===== src/rtl/loss_pkg.sv =====
// Shared constants and state encoding for the loss-stage target feeder.
package loss_pkg;

    localparam int DATA_W        = 16;
    localparam int DEFAULT_DEPTH = 8;

    typedef enum logic {
        IDLE,
        STREAM
    } state_t;

endpackage


===== src/rtl/target_store.sv =====
// Target-pair storage: one write port, two independently addressed registered read ports.
module target_store #(
    parameter int DEPTH  = loss_pkg::DEFAULT_DEPTH,
    parameter int DATA_W = loss_pkg::DATA_W,
    parameter int AW     = $clog2(DEPTH)
) (
    input  logic                     clk,
    input  logic                     rst,
    input  logic                     wr_en,
    input  logic [AW-1:0]            wr_addr,
    input  logic signed [DATA_W-1:0] wr_y_1,
    input  logic signed [DATA_W-1:0] wr_y_2,
    input  logic                     rd_en_1,
    input  logic [AW-1:0]            rd_addr_1,
    output logic signed [DATA_W-1:0] rd_y_1,
    input  logic                     rd_en_2,
    input  logic [AW-1:0]            rd_addr_2,
    output logic signed [DATA_W-1:0] rd_y_2
);

    logic signed [DATA_W-1:0] mem_y_1 [DEPTH];
    logic signed [DATA_W-1:0] mem_y_2 [DEPTH];

    // NOTE: the array has no reset; the pointers alone decide what is valid.
    always_ff @(posedge clk) begin
        if (wr_en) begin
            mem_y_1[wr_addr] <= wr_y_1;
            mem_y_2[wr_addr] <= wr_y_2;
        end
    end

    // Read registers only update on a read, so they hold the last row otherwise.
    always_ff @(posedge clk or posedge rst) begin
        if (rst) begin
            rd_y_1 <= '0;
            rd_y_2 <= '0;
        end else begin
            if (rd_en_1) rd_y_1 <= mem_y_1[rd_addr_1];
            if (rd_en_2) rd_y_2 <= mem_y_2[rd_addr_2];
        end
    end

endmodule


===== src/rtl/loss_target_feeder.sv =====
// Buffers host-loaded target pairs and streams them, one batch at a time, alongside
// two independently timed activation columns toward the loss stage.
module loss_target_feeder #(
    parameter int DEPTH  = loss_pkg::DEFAULT_DEPTH,
    parameter int DATA_W = loss_pkg::DATA_W
) (
    input  logic                      clk,
    input  logic                      rst,
    input  logic                      load_valid_in,
    input  logic signed [DATA_W-1:0]  load_Y_1_in,
    input  logic signed [DATA_W-1:0]  load_Y_2_in,
    output logic                      load_ready_out,
    input  logic [$clog2(DEPTH):0]    batch_size_in,
    input  logic                      start_in,
    input  logic signed [DATA_W-1:0]  H_1_in,
    input  logic signed [DATA_W-1:0]  H_2_in,
    input  logic                      valid_1_in,
    input  logic                      valid_2_in,
    output logic signed [DATA_W-1:0]  H_1_out,
    output logic signed [DATA_W-1:0]  Y_1_out,
    output logic signed [DATA_W-1:0]  H_2_out,
    output logic signed [DATA_W-1:0]  Y_2_out,
    output logic                      valid_1_out,
    output logic                      valid_2_out,
    output logic                      busy_out,
    output logic                      done_out,
    output logic                      underflow_err_out
);

    import loss_pkg::*;

    localparam int AW = $clog2(DEPTH);
    localparam int PW = AW + 1;
    localparam logic [PW-1:0] DEPTH_P = PW'(DEPTH);

    state_t        state, state_next;
    logic [PW-1:0] wr_ptr, rd_1, rd_2;
    logic [PW-1:0] fill_1, fill_2, count;
    logic [PW-1:0] batch, rows_1, rows_2;
    logic          load_accept, start_accept, fire_1, fire_2, batch_end;

    // Pointers carry one extra bit so a full buffer is distinguishable from empty.
    assign fill_1 = wr_ptr - rd_1;
    assign fill_2 = wr_ptr - rd_2;
    assign count  = (fill_1 > fill_2) ? fill_1 : fill_2;

    assign load_ready_out = (state == IDLE) && (count < DEPTH_P);
    assign load_accept    = load_valid_in && load_ready_out;
    assign start_accept   = (state == IDLE) && start_in && (batch_size_in != '0)
                            && (batch_size_in <= count);
    assign fire_1         = (state == STREAM) && valid_1_in && (rows_1 < batch);
    assign fire_2         = (state == STREAM) && valid_2_in && (rows_2 < batch);
    assign batch_end      = (state == STREAM) && (rows_1 == batch) && (rows_2 == batch);
    assign busy_out       = (state == STREAM);

    // NOTE: next-state defaults to the current state first, so no path can infer a latch.
    always_comb begin
        state_next = state;
        case (state)
            IDLE:   if (start_accept) state_next = STREAM;
            STREAM: if (batch_end)    state_next = IDLE;
        endcase
    end

    // NOTE: all sequential state uses non-blocking assignments.
    always_ff @(posedge clk or posedge rst) begin
        if (rst) state <= IDLE;
        else     state <= state_next;
    end

    always_ff @(posedge clk or posedge rst) begin
        if (rst) begin
            wr_ptr            <= '0;
            rd_1              <= '0;
            rd_2              <= '0;
            batch             <= '0;
            rows_1            <= '0;
            rows_2            <= '0;
            H_1_out           <= '0;
            H_2_out           <= '0;
            valid_1_out       <= 1'b0;
            valid_2_out       <= 1'b0;
            done_out          <= 1'b0;
            underflow_err_out <= 1'b0;
        end else begin
            if (load_accept)  wr_ptr <= wr_ptr + PW'(1);
            if (start_accept) batch  <= batch_size_in;
            if (fire_1) begin
                rd_1    <= rd_1 + PW'(1);
                rows_1  <= rows_1 + PW'(1);
                H_1_out <= H_1_in;
            end
            if (fire_2) begin
                rd_2    <= rd_2 + PW'(1);
                rows_2  <= rows_2 + PW'(1);
                H_2_out <= H_2_in;
            end
            // Both columns are exhausted here, so no fire can collide with the clear.
            if (batch_end) begin
                rows_1 <= '0;
                rows_2 <= '0;
            end
            valid_1_out <= fire_1;
            valid_2_out <= fire_2;
            done_out    <= batch_end;
            if ((valid_1_in && !fire_1) || (valid_2_in && !fire_2))
                underflow_err_out <= 1'b1;
        end
    end

    target_store #(
        .DEPTH  (DEPTH),
        .DATA_W (DATA_W),
        .AW     (AW)
    ) u_store (
        .clk       (clk),
        .rst       (rst),
        .wr_en     (load_accept),
        .wr_addr   (wr_ptr[AW-1:0]),
        .wr_y_1    (load_Y_1_in),
        .wr_y_2    (load_Y_2_in),
        .rd_en_1   (fire_1),
        .rd_addr_1 (rd_1[AW-1:0]),
        .rd_y_1    (Y_1_out),
        .rd_en_2   (fire_2),
        .rd_addr_2 (rd_2[AW-1:0]),
        .rd_y_2    (Y_2_out)
    );

endmodule


===== config.mk =====
export PLATFORM = sky130hd
export DESIGN_NAME = loss_target_feeder
export DESIGN_NICKNAME = d
export VERILOG_FILES = /design/src/rtl/loss_pkg.sv /design/src/rtl/target_store.sv /design/src/rtl/loss_target_feeder.sv
export SDC_FILE = /design/constraint.sdc
export NUM_CORES = 1
export LEC_CHECK = 0
export CORE_MARGIN = 2
export CORE_UTILIZATION = 55
export CTS_BUF_LIST = sky130_fd_sc_hd__clkbuf_8
export DETAILED_ROUTE_END_ITERATION = 6
export GPL_TIMING_DRIVEN = 0
export PLACE_DENSITY = 0.82
export SYNTH_ARGS = -nofsm -noshare
export SYNTH_HDL_FRONTEND = slang
export SYNTH_SLANG_ARGS = --single-unit

===== constraint.sdc =====
create_clock -name clk -period 16.5 [get_ports clk]
set_input_delay 3.3 -clock clk [delete_from_list [all_inputs] [get_ports clk]]
set_output_delay 3.3 -clock clk [all_outputs]
set_load 0.02 [all_outputs]

# Word level (Yosys, flattened, before mapping)
# Memories as Yosys holds them, arrays and structs flattened. A register that Yosys moved wholly into a read port is not among the register bits.
# Cells that the tools add are included.
# totals
reg_bits,61
mem_bits_rw,256
elab_cells,59
memories,2
# op_classes
add_sub_neg,7
n_lt_le_gt_ge,5
n_eq_ne,2
n_mux,10
bitwise_logic,1
reduce_logical,19
# memory_table
name,words,word_bits,rd,rd_ports_with_merged_regs,wr,line_no,source
u_store.mem_y_1,8,16,1,1,1,target_store.sv:21,logic signed [DATA_W-1:0] mem_y_1 [DEPTH];
u_store.mem_y_2,8,16,1,1,1,target_store.sv:22,logic signed [DATA_W-1:0] mem_y_2 [DEPTH];
# ops
operator,n
$add 4x1->4 const B,5
$mux 4,5
$logic_and 1x1->1,13
$eq 4x4->1,2
$lt 4x4->1,2
$sub 4x4->4,2
$gt 4x4->1,1
$le 4x4->1,1
$lt 4x4->1 const B,1
$mux 1,4
$reduce_bool 2->1,2
$reduce_bool 4->1,1
$logic_not 1->1,2
$pmux 1 s2,1
$logic_or 1x1->1,1
$not 1->1,1

# Logic depth before layout (Yosys ltp)
# depth
word_depth,8
ltp_mapped,19
mapped_depth_nobuf,17

# Cells and area by module
# From an unflattened synthesis, not the netlist that was laid out.
# unflattened
cells_unflattened,883
area_unflattened_um2,14298.7
# modules_own_cells
mod,instances,cells_per_inst,area_per_inst_um2,seq_area_each_um2
target_store,1,638,11243.3,8488.1
loss_target_feeder,1,245,3055.4,1526.5

# Worst setup path before layout
# No wires, ideal clock.
# synth_timing
path_type,input -> register
startpoint,input port load_valid_in
endpoint,memory u_store.mem_y_1[0][0] (enable)
arrival_ps,6639
required_ps,15998
slack_ps,9359
stages,3
path_cell_list,and2b_2 > nand2_4 > nor4_1
# synth_via
elab_chain_cells,3
# synth_lines
item,line_no,source
"start, declared",loss_target_feeder.sv:9,"input logic load_valid_in,"
$logic_and 1x1->1,loss_target_feeder.sv:48,assign load_accept = load_valid_in && load_ready_out;
$mux 1,target_store.sv:26,if (wr_en) begin
$mux 1 (implied by the code),target_store.sv:27,mem_y_1[wr_addr] <= wr_y_1;
"end, declared",target_store.sv:21,
# No other way between the ends.

# Worst setup path in the final report
# layout_timing
startpoint,register rd_2[2]
endpoint,output port load_ready_out
# layout_via
elab_chain_cells,5
# layout_lines
item,line_no,source
"start, declared",loss_target_feeder.sv:37,"logic [PW-1:0] wr_ptr, rd_1, rd_2;"
"start signal, assigned",loss_target_feeder.sv:94,rd_2 <= rd_2 + PW'(1);
$sub 4x4->4 (*),loss_target_feeder.sv:44,assign fill_2 = wr_ptr - rd_2;
$gt 4x4->1,loss_target_feeder.sv:45,assign count = (fill_1 > fill_2) ? fill_1 : fill_2;
$mux 4 (*),loss_target_feeder.sv:45,
$lt 4x4->1 (*),loss_target_feeder.sv:47,assign load_ready_out = (state == IDLE) && (count < DEPTH_P);
$logic_and 1x1->1 (*),loss_target_feeder.sv:47,
"end, declared",loss_target_feeder.sv:12,"output logic load_ready_out,"
# Mark *: on every way between the ends. The rest lies on a longest branch, timed or not.

==> impl_results.md <==
- Outcome: finished, final reports clean
- Die Height: 162 µm
- Max Clk Rate: 120 MHz
- VDD IR max: 0.000131 V
- Seq cells post-synth: 349
- Setup TNS: 0 ns
- Buf/Inv on CP: 4
- GPL Wtd Cong: 0.784
- Sequential cell area: 10,000 µm²
- Crit path DAT: 5.06 ns
- CP Cell Sequence: clkbuf_1, clkinv_1, clkbuf_1, ha_1, a21o_1, a31oi_2, xnor2_1, ha_1, and4_1, a21oi_4, mux2i_2, nor2_1, clkdlybuf4s50_1
- DRC viols: 0
- Gr ovfl total: 0
- Slew Limit Fails: 0
- CTS tree: built
- Top post-synthesis cells by area: edfxtp_1 (56%), dfrtp_1 (17%), mux4_2 (10%)
- Area growth syn-to-layout: 24.4%
- Nature of the critical path endpoint: output pin
- Min Tclk post-route: 8.36 ns
- Crit-path slowest cell: clkdlybuf4s50_1
- Power per cell area: 189 nW/µm²
- Cell Area, Synth: 13,800 µm²
- Post-CTS Resized: 0
- Tot GR Track Use: 0.221
- Iter 0 DRT Violations: 795
- Share of cells above drive strength 1: 0.231
- Worst hold slack: 0.483 ns
- CTS Buf Count: 53
- Synth Area per Inst: 18.0 µm²
- # rows: 57
- Setup bufs post-CTS: 0
- Vias: 7,696
- Post-synth ARST share: 0.266
- Number of diodes: 0
- EDFF count, synth: 256
- Max cap viols: 0
- H-Tree Depth: 2
- Hpwl dp: 18.9 mm
- Clk buf depth: 3
- Area share of the leading cell type in the synthesized netlist: 0.558
- TritonCTS Sinks: 349
- Worst stage delay on the critical path: 0.57 ns
- Fill count: 1,515
- Boundary Pins: 144
- Skew-Pair Late Insertion Delay: 0.59 ns
- Period utilisation layout: 0.507
- Top-count cell post-synth: edfxtp_1
- CP required: 13.20 ns
- Clk slew on worst S/H paths: 0.06 ns
- First-pass GRT wire length: 43.6 mm
- Initial core utilization: 0.563
- Endpoints failing setup: 0
- Commonest cells post-synth: edfxtp_1 (256), dfrtp_1 (93), nand2_1 (73), mux4_2 (64), nor2_1 (43)
- Total core area: 24,500 µm²
- Seq/Total Area, Yosys: 0.728
- Design Power: 3.24 mW
- CTS Root Cell: clkbuf_8
- Post-DP Area: 16,000 µm²
- Post-Syn Nets: 868
- LEAKAGE: 6.27 nW
- Final WL: 28.5 mm
- CP max FO: 10
- DR WL/cell: 21.0 µm
- Final net count: 1,094
- Design area: 17,100 µm²
- Met1 WL: 11.4 mm
- Hold Path Class: reg -> reg
- Top FF cell, synth: edfxtp_1
- CP delay by family, top: buffers and inverters
- Final Hold Fails: 0
- Cell taking the most area after synthesis: edfxtp_1
- Synth Instances: 765
- Multi-input gate area: 3550 µm²
- Max-slew headroom: 0.328
- Die ar.: 26,300 µm²
- Synthesis Warnings: 0
- Final Skew: 0.0279 ns
- Netlist cell types: 44
- Hold buffers post-CTS: 0
- Number of global-route vias before repair: 8,025
- Uppermost layer routed: met4
- Via density: 5.66
- Actual slew at the worst max-slew pin: 1.00 ns
- Initial antenna violation count: 0
- Port Buffers: 143
- Routed Antenna Nets: 0
- Met2 WL: 14.2 mm
- Pin count of the biggest net entering global routing: 54
- Die Span X: 162 µm
- Setup crit start kind: register
- RSZ-0062 raised after global routing: false
- Met3 wire length: 2.41 mm
- Drt first pass iters: 5
- Critical path class: reg -> out
==> path summary, 6_finish.rpt <==
path / start / end / slack (ns) / depth (start not counted)
hold / removal: underflow_err_out / underflow_err_out / 0.48 / 1
max in group asynchronous: rst / rd_2[2] / 12.60 / 3
hold reg to reg: underflow_err_out / underflow_err_out / 0.48 / 1
setup / recovery: rd_2[2] / load_ready_out / 8.14 / 13
min in group asynchronous: rst / u_store.rd_y_2[11] / 3.21 / 2
setup reg to reg: rd_2[2] / u_store.mem_y_2[1][11] / 11.07 / 16
==> kinds of logic (layout without fill, tap and decap cells) <==
family | after synthesis | count (layout) | synth area share
simple gates | 150 | 150 | 0.0490
compound gates | 50 | 50 | 0.0243
buf+inv | 59 | 329 | 0.0185
fa+ha+maj | 29 | 29 | 0.0274
mux | 107 | 107 | 0.140
xor+xnor | 21 | 21 | 0.0134
flops | 349 | 349 | 0.728
==> per-stage QoR <==
step                      worst slack, ns   util  cells
final                                8.14  0.700   1359
after global routing                 7.88  0.700   1359
after CTS                            8.15  0.700   1359
after detailed placement             8.80  0.654   1260
after global placement               6.02  0.638   1232
after floorplan                      9.36      -    765
==> flip-flops by register name (all words and copies together), names as in the netlist, 16 cells and up <==
register,cells
H_1_out,16
u_store.mem_y_2,128
u_store.mem_y_1,128
u_store.rd_y_1,16
u_store.rd_y_2,16
H_2_out,16
==> power by group <==
group          internal [mW]  leakage [nW]  switching, mW  total, mW
clock network          0.413         0.657          0.321      0.733
logic                  0.626          2.23          0.718       1.34
registers               1.08          3.38         0.0790       1.16
total                   2.12          6.27           1.12       3.24
==> placed cells by master (no fill, tap or decap), drive strengths merged, types with 3 or more instances in the layout <==
| cell type | synthesis | final |
|---|---|---|
| clkbuf | 13 | 73 |
| nor3 | 4 | 4 |
| buf | 24 | 52 |
| clkinv | 2 | 12 |
| inv | 20 | 44 |
| nand2 | 74 | 74 |
| clkdlybuf4s50 | 0 | 143 |
| nor2 | 43 | 43 |
| edfxtp | 256 | 256 |
| mux2 | 37 | 37 |
| bufinv | 0 | 5 |
| dfrtp | 93 | 93 |
| a21oi | 3 | 3 |
| nor2b | 4 | 4 |
| a31oi | 33 | 33 |
| mux4 | 64 | 64 |
| ha | 27 | 27 |
| mux2i | 6 | 6 |
| xor2 | 10 | 10 |
| o21a | 4 | 4 |
| xnor2 | 11 | 11 |
| o21ai | 7 | 7 |
| nand3 | 8 | 8 |
| nand4 | 5 | 5 |
==> worst register-to-register path, stage by stage (launching register included) <==
cell	delay [ns]
dfrtp_1	0.33
clkbuf_1	0.44
clkinv_1	0.43
clkbuf_1	0.43
ha_1	0.46
a21o_1	0.19
a31oi_2	0.16
xnor2_1	0.19
ha_1	0.32
a21oi_1	0.27
a21oi_4	0.14
mux2i_2	0.22
inv_2	0.15
nand3_1	0.19
nor3_2	0.80
buf_6	0.27
buf_8	0.16
==> routing by layer <==
| metal | vias to the layer above | global-route usage |
|---|---|---|
| met5 | - | 0 |
| met4 | 0 | 0.0684 |
| met3 | 42 | 0.0429 |
| met2 | 408 | 0.373 |
| met1 | 3853 | 0.296 |
| li1 | 3393 | - |
==> cell type report <==
type                            count  area share
Multi-Input combinational cell    357       0.207
Clock buffer                       60      0.0482
Buffer                             37      0.0101
Inverter                           22     0.00497
Sequential cell                   349       0.585
Tap cell                          324      0.0237
Clock inverter                     39      0.0173
Timing Repair Buffer              171       0.104
Note: power is estimated with default switching activity, not from simulation.
